<file path="src/rtl/hcx_core.sv">
// hcx_core: parametrised single-edge FETCH/EXEC stack CPU with external program ROM and data RAM.
// Optional debug taps (dbg_pc, dbg_instr, dbg_alu) are compiled in only when HCX_DEBUG_EN is defined.
module hcx_core #(
  parameter int unsigned DATA_W      = 4,
  parameter int unsigned STACK_DEPTH = 3,
  parameter int unsigned PC_W        = 12
) (
  input  logic                  clk,
  input  logic                  nReset,
  output logic [PC_W-1:0]       imem_addr,
  output logic                  imem_req,
  input  logic                  imem_ready,
  input  logic [7:0]            imem_rdata,
  output logic [2*DATA_W-1:0]   dmem_addr,
  output logic [DATA_W-1:0]     dmem_wdata,
  output logic                  dmem_we,
  input  logic [DATA_W-1:0]     dmem_rdata,
  output logic                  halted
`ifdef HCX_DEBUG_EN
  ,
  output logic [PC_W-1:0]       dbg_pc,
  output logic [7:0]            dbg_instr,
  output logic [DATA_W-1:0]     dbg_alu
`endif
);

  localparam int unsigned AW  = 2 * DATA_W;
  localparam int unsigned DW1 = DATA_W + 1;

  typedef enum logic [1:0] {
    S_FETCH = 2'd0,
    S_EXEC  = 2'd1,
    S_HALT  = 2'd2
  } state_t;

  state_t            state;
  state_t            state_nxt;
  logic [PC_W-1:0]   pc;
  logic [7:0]        instr;
  logic [DATA_W-1:0] stk [STACK_DEPTH];
  logic              c_flag;
  logic              z_flag;

  logic              is_write;
  logic              is_push;
  logic              is_halt;
  logic              jump_taken;
  logic              carry_nxt;
  logic [DATA_W-1:0] push_val;
  logic [DATA_W-1:0] alu;
  logic [AW-1:0]     mem_addr;
  logic [DW1-1:0]    sum;
  logic [DW1-1:0]    diff;
  logic [PC_W-1:0]   jump_pc;

  // Instruction decode and ALU, all from registered state.
  always_comb begin
    is_write   = ~instr[7];
    is_push    = (instr[7:5] == 3'b100) || (instr[7:4] == 4'b1010);
    is_halt    = (instr == 8'hBF);
    push_val   = instr[5] ? DATA_W'(instr[3:0]) : dmem_rdata;
    mem_addr   = (instr[6:4] == 3'b001) ? {stk[1], stk[0]} : AW'(instr[3:0]);
    sum        = {1'b0, stk[0]} + {1'b0, stk[1]};
    diff       = {1'b0, stk[0]} + {1'b0, ~stk[1]} + DW1'(1);
    jump_pc    = PC_W'({stk[2], stk[1], stk[0]});
    alu        = stk[0];
    carry_nxt  = c_flag;
    jump_taken = 1'b0;
    case (instr[6:4])
      3'b000: alu = stk[0];
      3'b001: alu = stk[2];
      3'b010: begin alu = sum[DATA_W-1:0];  carry_nxt = sum[DATA_W];  end
      3'b011: begin alu = diff[DATA_W-1:0]; carry_nxt = diff[DATA_W]; end
      3'b100: alu = stk[0] & stk[1];
      3'b101: alu = stk[0] | stk[1];
      3'b110: alu = stk[0] ^ stk[1];
      default: alu = ~(stk[0] | stk[1]);
    endcase
    if (instr[7:6] == 2'b11) begin
      case (instr[5:4])
        2'b00: jump_taken = 1'b1;
        2'b01: jump_taken = c_flag;
        2'b10: jump_taken = z_flag;
        default: jump_taken = ~z_flag;
      endcase
    end
  end

  // State register.
  always_ff @(posedge clk or negedge nReset) begin
    if (!nReset) state <= S_FETCH;
    else         state <= state_nxt;
  end

  // Next-state logic.
  always_comb begin
    state_nxt = state;
    case (state)
      S_FETCH: if (imem_ready) state_nxt = S_EXEC;
      S_EXEC:  state_nxt = is_halt ? S_HALT : S_FETCH;
      default: state_nxt = S_HALT;
    endcase
  end

  // Outputs; dmem_we decodes the state register so it falls with reset asynchronously.
  always_comb begin
    imem_req   = 1'b0;
    dmem_we    = 1'b0;
    halted     = 1'b0;
    imem_addr  = pc;
    dmem_addr  = mem_addr;
    dmem_wdata = alu;
    case (state)
      S_FETCH: imem_req = 1'b1;
      S_EXEC:  dmem_we  = is_write;
      default: halted   = 1'b1;
    endcase
  end

  // Datapath: instruction latch, pc, stack and flags.
  always_ff @(posedge clk or negedge nReset) begin
    if (!nReset) begin
      pc     <= '0;
      instr  <= '0;
      c_flag <= 1'b0;
      z_flag <= 1'b0;
      for (int unsigned i = 0; i < STACK_DEPTH; i++) stk[i] <= '0;
    end else begin
      if (state == S_FETCH && imem_ready) instr <= imem_rdata;
      if (state == S_EXEC) begin
        pc <= jump_taken ? jump_pc : pc + PC_W'(1);
        if (is_write) begin
          z_flag <= (alu == '0);
          c_flag <= carry_nxt;
        end
        if (is_push) begin
          stk[0] <= push_val;
          for (int unsigned i = 1; i < STACK_DEPTH; i++) stk[i] <= stk[i-1];
        end
      end
    end
  end

`ifdef HCX_DEBUG_EN
  assign dbg_pc    = pc;
  assign dbg_instr = instr;
  assign dbg_alu   = alu;
`endif

endmodule

</file>
<file path="config.mk">
export PLATFORM = sky130hd
export DESIGN_NAME = hcx_core
export DESIGN_NICKNAME = d
export VERILOG_FILES = /design/src/rtl/hcx_core.sv
export SDC_FILE = /design/constraint.sdc
export NUM_CORES = 1
export LEC_CHECK = 0
export BUFFER_PORTS_ARGS = -buffer_cell sky130_fd_sc_hd__buf_2
export CELL_PAD_IN_SITES_DETAIL_PLACEMENT = 1
export CELL_PAD_IN_SITES_GLOBAL_PLACEMENT = 2
export CORE_MARGIN = 2
export CORE_UTILIZATION = 34
export DETAILED_ROUTE_END_ITERATION = 10
export GPL_TIMING_DRIVEN = 0
export HOLD_SLACK_MARGIN = 0.12
export PLACE_DENSITY_LB_ADDON = 0.1
export SLEW_MARGIN = 20
export SYNTH_ARGS = -nofsm -noshare
export SYNTH_HDL_FRONTEND = slang
export SYNTH_SLANG_ARGS = --single-unit
</file>
<file path="constraint.sdc">
create_clock -name clk -period 2.5 [get_ports clk]
set_clock_uncertainty 0.15 [all_clocks]
set_input_delay 0.125 -clock clk [delete_from_list [all_inputs] [get_ports clk]]
set_output_delay 0.125 -clock clk [all_outputs]
set_load 0.005 [all_outputs]
</file>
==> impl_metrics.ini, run 1 <==
[synthesis]
synthArstFlopShare_pct = 100
ys_seq_elements = 36
syn_area_mm2 = 0.00243
yosys_warnings = 0
yosysUniqueCellTypes = 44
synth_area_leader_cell = dfrtp_1
synth_edf_count = 0
ys_seq_area_share_pct = 37.1
synthCells = 277
synth.avg_cell_area_um2 = 8.76
synth_ff_type = dfrtp_1
synth_nets = 307
synth_area_leaders = dfrtp_1, ha_1, o21ai_0
synth_top_area_share_pct = 37.1

[critical_path]
critPathMaxStageDelay_ns = 0.43
ff2ff_path_depth = 9
reg2reg_slack_ns = 0.16
cp.required_ns = 2.23
criticalPathCategory = reg2out
crit_family = compound AO/OA/AOI/OAI gates
path_cells = inv_1 > ha_1 > and2_1 > a22o_1 > a211oi_2 > a32oi_2 > buf_2
slowest_stage = dfrtp_2
end_kind = output pin
rr_endpoint = z_flag
worstPathArrival_ns = 2.13
worstPathMaxFanout = 4
critPathLaunchType = flip-flop
r2r-start = jump_pc[0]
crit_buf_inv = 2

[routing]
dr.pass1.iters = 4
drt_drc_violations_left = 0
routed_wl_mm = 7.38
vias = 2264
via_per_inst = 5.13
route.antenna.remaining_nets = 0
wl_per_cell_um = 16.7
first_iter_violations = 90

[cts]
clk_pin_slew_ns = 0.07
clock_latency_ns = 0.28
cts_buffer_depth = 2
cts_tree = built
cts.sinks = 36
cts_made_buffers = 5
root_buffer = clkbuf_8
htree_levels = 2

[hold_path]
whs_endpoint = state[0]
hold_path.class = in2reg
min_from = imem_ready
hold_depth = 3

[sta]
finalSetupTns_ns = 0
finalCriticalPeriod_ns = 2.40
maxSlewHeadroom_pct = 42.5
worstMarginPinSlew_ns = 0.863
rsz0062_at_grt = yes
setup_violations = 0
finalHoldViolCount = 0
period_share_pct = 96.2
finalMaxSlewViolations = 0
fin_hold_ws_ns = 0.163
fmax_mhz = 416

[final_layout]
fillers = 853
final-seq-area_um2 = 907
postLayoutCoreUtil_pct = 44.3
multi_input_area_mm2 = 0.00138
layout.nets = 375
drive_gt1_share_pct = 26.4
n_antenna_cell = 0
area_delta_synth_final_pct = 25.4

[grt]
grt.overflow.total = 0
first_global_vias = 2262
grt_pass1_wl_mm = 12.1
gr-usage-all-layers_pct = 20.4
grt_start_max_net_pins = 37
antenna_found_initial = 0

[power_and_ir_drop]
p_per_area_mw_per_mm2 = 1140
ir_worst_vdd_mv = 0.411
power.leakage_nw = 1.40
p_total_mw = 3.47

[die]
die_x_um = 88.5
ios = 42
rows = 30
coreArea_mm2 = 0.00687
start_util_pct = 35.3
chipHeight_um = 88.5
die-area_mm2 = 0.00783

[job]
cap_viol_max_count = 0

[placed_design]
dp.final_hpwl_mm = 5.55
io_buffers = 41
place.gp.congestion = 0.812

[run_status]
outcome = finished clean
## power by group
part	total [mW]	switching (mW)	internal [mW]	leakage (nW)
clock network	0.396	0.206	0.190	0.0410
logic	1.94	1.06	0.878	0.930
registers	1.13	0.297	0.831	0.433
total	3.47	1.57	1.90	1.40
## state kept, by name, indices dropped and copies added (netlist names)
name,flops
c_flag,1
imem_addr,12
instr,8
jump_pc,12
state,2
z_flag,1
## stage by stage
step | std cells | area (um^2) | setup WS [ns]
2_1_floorplan | 277 | 2430 | 0.322
3_3_place_gp | 414 | 2750 | 0.117
3_5_place_dp | 414 | 2750 | 0.0770
4_1_cts | 437 | 3000 | 0.00639
5_1_grt | 441 | 3040 | -0.0119
6_report | 441 | 3040 | 0.0960
## worst min-delay path, delay by kind of cell
kind                   cells  cell delay (ns)
buffers and inverters      2             0.27
and+or+nand+nor            1             0.14
## layer usage
| layer | share of wire (%) | GRT usage, % | vias up |
|---|---|---|---|
| li1 | - | - | 1114 |
| met1 | 51 | 31.0 | 1110 |
| met2 | 44 | 30.8 | 36 |
| met3 | 3.6 | 3.17 | 4 |
| met4 | 0.65 | 4.13 | 0 |
| met5 | 0 | 0 | - |
## worst max path at each step
stage                           from             to  slack (ns)  cells past startpoint
after floorplan           jump_pc[0]         z_flag        0.32                      7
after global placement    jump_pc[1]         z_flag        0.12                      7
after detailed placement  jump_pc[1]         z_flag        0.08                      7
after CTS                 jump_pc[5]  dmem_wdata[3]       0.006                      7
after global routing      jump_pc[4]  dmem_wdata[1]       -0.01                      6
final                     jump_pc[3]  dmem_wdata[3]         0.1                      7
## cells in the mapped netlist (all sizes together), types with 2 or more instances
master and count:
nor3b 2, ha 13, nand2 33, mux2 9, nand3 9, nor2 20
a211oi 4, buf 11, a31oi 2, o21a 2, inv 17, a21oi 19
a32oi 2, nor3 6, nand4 6, fa 2, and2 3, o21ai 30
nand2b 4, xnor2 3, nand3b 3, o22ai 3, o211ai 3, mux2i 11
clkbuf 6, dfrtp 36, nor2b 2, o21bai 2, a2bb2oi 3
## cells by family after synthesis
group                      count (synthesis)  share of synthesized area, %
adders and majority gates                 15                          8.35
buffers and inverters                     34                          6.86
DFF                                       36                          37.1
xor gates and xnor gates                   3                          1.08
AOI/OAI and AO/OA                         79                          20.5
and+or+nand+nor                           90                          17.4
muxes                                     20                          8.71
## area by class of cell
cell class,instances,area share [%]
multi-input combinational,207,45.4
clock inverter,1,0.164
inverter,17,2.10
buffer,17,3.37
sequential,36,29.8
timing repair buffer,61,12.8
tap,96,3.95
clock buffer,6,2.38
## placed cells by master (no fill, tap or decap), drive strengths merged, types with 6 or more instances in the layout
cell type    instances
mux2                 9
buf                 58
nand3                9
nor2                20
nand4                6
inv                 17
nand2               33
dfrtp               36
ha                  13
dlygate4sd3         14
clkbuf              12
mux2i               11
a21oi               19
o21ai               30
nor3                 6
## what timing repair did
| action | 4_1_cts | 5_1_grt |
|---|---|---|
| setup buffers | 2 | 4 |
| setup endpoints to repair | 2 | 4 |
| endpoints found under the hold margin | 48 | 0 |
| pin swaps | 0 | 1 |
| resized for setup | 6 | 8 |
| hold buffers | 14 | 0 |
Note: power is estimated with default switching activity, not from simulation.
==> inputs of run 2 (changes only) <==
- CELL_PAD_IN_SITES_DETAIL_PLACEMENT: 1 -> unset
- CELL_PAD_IN_SITES_GLOBAL_PLACEMENT: 2 -> unset
- CORE_UTILIZATION: 34 -> 55
==> impl_metrics.ini, run 2 (synthesis results as in run 1) <==
[sta]
period_share_pct = 94.7
finalHoldViolCount = 0
worstMarginPinSlew_ns = 0.827
finalSetupTns_ns = 0
finalMaxSlewViolations = 0
maxSlewHeadroom_pct = 44.9
fin_hold_ws_ns = 0.149
fmax_mhz = 423
setup_violations = 0
finalCriticalPeriod_ns = 2.37
rsz0062_at_grt = no

[grt]
grt_start_max_net_pins = 37
grt_pass1_wl_mm = 10.6
antenna_found_initial = 0
grt.overflow.total = 0
first_global_vias = 2144
gr-usage-all-layers_pct = 27.7

[routing]
via_per_inst = 5.86
first_iter_violations = 164
vias = 2325
wl_per_cell_um = 16.3
drt_drc_violations_left = 0
dr.pass1.iters = 5
routed_wl_mm = 6.48
route.antenna.remaining_nets = 0

[critical_path]
worstPathArrival_ns = 2.09
critPathMaxStageDelay_ns = 0.45
cp.required_ns = 2.23
critPathLaunchType = flip-flop
end_kind = output pin
worstPathMaxFanout = 5
criticalPathCategory = reg2out
slowest_stage = dfrtp_2
path_cells = inv_1 > ha_1 > a21o_1 > a21oi_1 > mux2i_1 > a32oi_2 > buf_2

[die]
coreArea_mm2 = 0.00429
start_util_pct = 56.5
chipHeight_um = 70.4
die_x_um = 70.4
ios = 42
rows = 24
die-area_mm2 = 0.00496

[final_layout]
drive_gt1_share_pct = 24.6
fin_area_mm2 = 0.00298
postLayoutCoreUtil_pct = 69.4
layout_commonest_cell = buf_2
n_antenna_cell = 0
final_cell_mix = buf_2, nand2_1, dfrtp_1
layout.nets = 374
fillers = 373
area_delta_synth_final_pct = 22.8

[cts]
cts_tree = built
clk_pin_slew_ns = 0.07
clock_latency_ns = 0.30
htree_levels = 2
cts.sinks = 36
cts_made_buffers = 5
cts_buffer_depth = 2
root_buffer = clkbuf_8

[power_and_ir_drop]
p_per_area_mw_per_mm2 = 1140
p_sw_share_pct = 44.8
ir_worst_vdd_mv = 0.609
power_frac_comb_pct = 55.1
p_int_mw = 1.88
power_switching_mw = 1.53
p_seq_share_pct = 32.8
p_total_mw = 3.41
power.leakage_nw = 1.40
clockPowerShare_pct = 12.1

[placed_design]
dp.final_hpwl_mm = 4.57
place_area_mm2 = 0.00270
io_buffers = 41
place.gp.congestion = 0.916

[run_status]
outcome = finished clean

[hold_path]
hold_path.class = in2reg

[job]
cap_viol_max_count = 0
## run 2: metal layers
| metal | global-route usage (%) | vias up | wire length [um] |
|---|---|---|---|
| met5 | 0 | - | 0 |
| met4 | 8.76 | 0 | 121 |
| met3 | 5.63 | 11 | 439 |
| met2 | 41.1 | 101 | 2920 |
| met1 | 40.7 | 1104 | 2990 |
| li1 | - | 1109 | - |
## run 2: worst max-delay path, delay by kind of cell, from the launching register on
kind	cells	cell delay, ns
muxes	1	0.23
AOI/OAI and AO/OA	3	0.54
adders and majority gates	1	0.28
buffers and inverters	2	0.29
DFF	1	0.45
## run 2: worst paths after layout
kind	from	endpoint	slack [ns]	cells after the start
max in group asynchronous	nReset	jump_pc[1]	1.31	2
setup reg to reg	jump_pc[0]	z_flag	0.17	8
hold reg to reg	z_flag	z_flag	0.36	2
hold / removal	imem_ready	state[0]	0.15	3
setup / recovery	jump_pc[5]	dmem_wdata[3]	0.13	7
min in group asynchronous	nReset	c_flag	0.32	2
## run 2: timing repair
| action | 4_1_cts | 5_1_grt |
|---|---|---|
| endpoints found under the hold margin | 48 | 0 |
| hold buffers | 14 | 0 |
| setup endpoints to repair | 2 | 3 |
| resized for setup | 1 | 8 |
| pin swaps | 0 | 1 |
| buffers inserted | 2 | 3 |
## run 2: final cells by class
class                   count  area, um^2  share of cell area, %
plain buffers              17         103                   3.44
clock buffers               7        76.3                   2.56
inverters                  17        63.8                   2.14
clock inverters             1        8.76                  0.294
flip-flops and latches     36         906                   30.4
well taps                  52        65.1                   2.18
repair buffers             60         383                   12.8
multi-input cells         207        1380                   46.1
## run 2: through the flow
| step | std cells | setup WS (ns) |
|---|---|---|
| final | 397 | 0.133 |
| after detailed placement | 370 | 0.166 |
| after CTS | 394 | 0.0140 |
| after global placement | 370 | 0.172 |
| after floorplan | 277 | 0.322 |
| after global routing | 397 | 0.0127 |
## run 2: power groups by stage
stage / clock [mW] / combinational, mW / sequential, mW
4_1_cts: 0.426 / 1.78 / 1.12
3_5_place_dp: 0 / 1.71 / 1.14
5_1_grt: 0.458 / 2.08 / 1.16
3_3_place_gp: 0 / 1.69 / 1.13
2_1_floorplan: 0 / 1.22 / 1.06
6_report: 0.413 / 1.88 / 1.12
==> inputs of run 3 (changes only) <==
- ABC_AREA: unset -> 1
==> impl_metrics.ini, run 3 <==
[power_and_ir_drop]
ir_worst_vdd_mv = 0.524
power.leakage_nw = 1.64
p_per_area_mw_per_mm2 = 991
p_total_mw = 3.04

[die]
chipHeight_um = 71.5
die_x_um = 71.5
ios = 42
die-area_mm2 = 0.00511
coreArea_mm2 = 0.00438
start_util_pct = 57.1
rows = 24

[sta]
fmax_mhz = 413
worstMarginPinSlew_ns = 0.807
finalSetupTns_ns = 0
rsz0062_at_grt = no
maxSlewHeadroom_pct = 46.2
finalMaxSlewViolations = 0
setup_violations = 0
finalHoldViolCount = 0
period_share_pct = 96.9
finalCriticalPeriod_ns = 2.42

[cts]
clk_pin_slew_ns = 0.07
htree_levels = 2
root_buffer = clkbuf_8
clock_latency_ns = 0.29
cts_buffer_depth = 2
cts_made_buffers = 5
cts.sinks = 36
cts_tree = built

[grt]
grt_start_max_net_pins = 37
antenna_found_initial = 0
first_global_vias = 2456
gr-usage-all-layers_pct = 29.9
grt_pass1_wl_mm = 11.8
grt.overflow.total = 0

[routing]
route.antenna.remaining_nets = 0
drt_drc_violations_left = 0
first_iter_violations = 183
vias = 2608
wl_per_cell_um = 14.5
routed_wl_mm = 6.96
via_per_inst = 5.42
dr.pass1.iters = 5

[synthesis]
synthArstFlopShare_pct = 100
synth_top_area_share_pct = 36.0
synthCells = 361
synth_top_family_by_area = simple AND/OR/NAND/NOR gates
synth_area_leader_cell = dfrtp_1
synth.avg_cell_area_um2 = 6.94
yosysUniqueCellTypes = 30
synth_ff_type = dfrtp_1
ys_seq_area_share_pct = 36.0
synth_common_cells = nand2_1, inv_1, nor2_1, dfrtp_1, nand3_1
synth_compound_area_share_pct = 11.7
syn_area_mm2 = 0.00250
synth_area_leaders = dfrtp_1, nand2_1, ha_1
ys_seq_elements = 36
muxShareOfSynthArea_pct = 0
synthAdderAreaFrac_pct = 8.09
synth_nets = 391
yosys_warnings = 0
yosysMostFrequentCell = nand2_1
synth_edf_count = 0
synthSimpleGateAreaFrac_pct = 33.1
synthXorXnorAreaFrac_pct = 2.10

[final_layout]
fin_cells = 481
fin_area_mm2 = 0.00307
final_cell_mix = nand2_1, buf_2, inv_1, nor2_1, dfrtp_1
layout.nets = 458
area_delta_synth_final_pct = 22.6
fillers = 367
drive_gt1_share_pct = 17.7
postLayoutCoreUtil_pct = 70.0
n_antenna_cell = 0
layout_commonest_cell = nand2_1

[critical_path]
critPathLaunchType = flip-flop
end_kind = output pin
r2r-start = jump_pc[0]
criticalPathCategory = reg2out
worstPathArrival_ns = 2.15
cp.required_ns = 2.23
worstSetupStartpoint = jump_pc[0]
worstPathMaxFanout = 4

[placed_design]
dp.final_hpwl_mm = 5.01
place.gp.congestion = 0.993
io_buffers = 41
dp_cells = 454
place_area_mm2 = 0.00278

[run_status]
outcome = finished clean

[hold_path]
hold_path.class = in2reg
min_from = imem_ready

[job]
cap_viol_max_count = 0
==> run 3: changes by cell type in the layout (fill, tap and decap cells not counted), sizes merged, moves of 4 or more <==
cell	delta
nand2b	-4
xor2	+6
a211oi	-4
buf	-8
nand3	+22
mux2i	-11
dlygate4sd3	+4
a21oi	-4
inv	+26
nor2	+22
nand2	+80
mux2	-9
==> run 3: worst max-delay path, stage by stage (launching register included) <==
cell and delay, ns:
dfrtp_2 0.39, inv_1 0.09, ha_1 0.24, fa_1 0.43
inv_1 0.08, nand2_1 0.05, nand3_1 0.09, nand2_1 0.05
nor2_1 0.08, nand2_1 0.07, nand2_1 0.11, inv_1 0.05
buf_2 0.12
==> run 3: timing repair <==
item                       CTS  global route
gates resized for setup      1             7
hold endpoints to repair    48             0
buffers inserted             0             2
hold buffers                18             0
setup endpoints to repair    2             3
==> run 3: cell families after synthesis <==
logic type,after synthesis
buffers and inverters,55
xor gates and xnor gates,6
DFF,36
and+or+nand+nor,194
AOI/OAI and AO/OA,55
adders and majority gates,15
==> run 3: power by group <==
group | switching [mW] | internal, mW
sequential | 0.262 | 0.803
combinational | 0.937 | 0.629
clock | 0.215 | 0.199
total | 1.41 | 1.63
==> run 3: metal layers <==
layer	GRT usage [%]	vias to the layer above	wire length (um)
met5	0	-	0
met4	8.60	0	119
met2	46.3	96	3190
met1	43.1	1220	3290
li1	-	1279	-
met3	5.49	13	354
==> run 3: cell type report <==
class                      count  area (um^2)  share of cell area, %
buffer                        11         60.1                   1.96
clock buffer                   7         76.3                   2.49
clock inverter                 1         8.76                  0.285
inverter                      43          164                   5.34
multi-input combinational    270         1390                   45.2
sequential                    36          907                   29.5
tap                           52         65.1                   2.12
timing repair buffer          61          400                   13.0
==> run 3: stage by stage <==
step | worst slack, ns | hold WS (ns)
floorplan | 0.606 | -0.321
finish | 0.0787 | 0.194
CTS | 0.00672 | 0.168
global placement | 0.280 | 0.105
detailed placement | 0.256 | 0.110
global route | 0.0173 | 0.285
==> run 3: path summary, 6_finish.rpt <==
check | end | cells after the start | slack (ns)
min reg2reg | state[1] | 2 | 0.38
max | dmem_wdata[2] | 12 | 0.08
max reg2reg | z_flag | 14 | 0.36
min in group asynchronous | instr[1] | 2 | 0.33
min | instr[5] | 5 | 0.19
max in group asynchronous | jump_pc[2] | 2 | 1.31
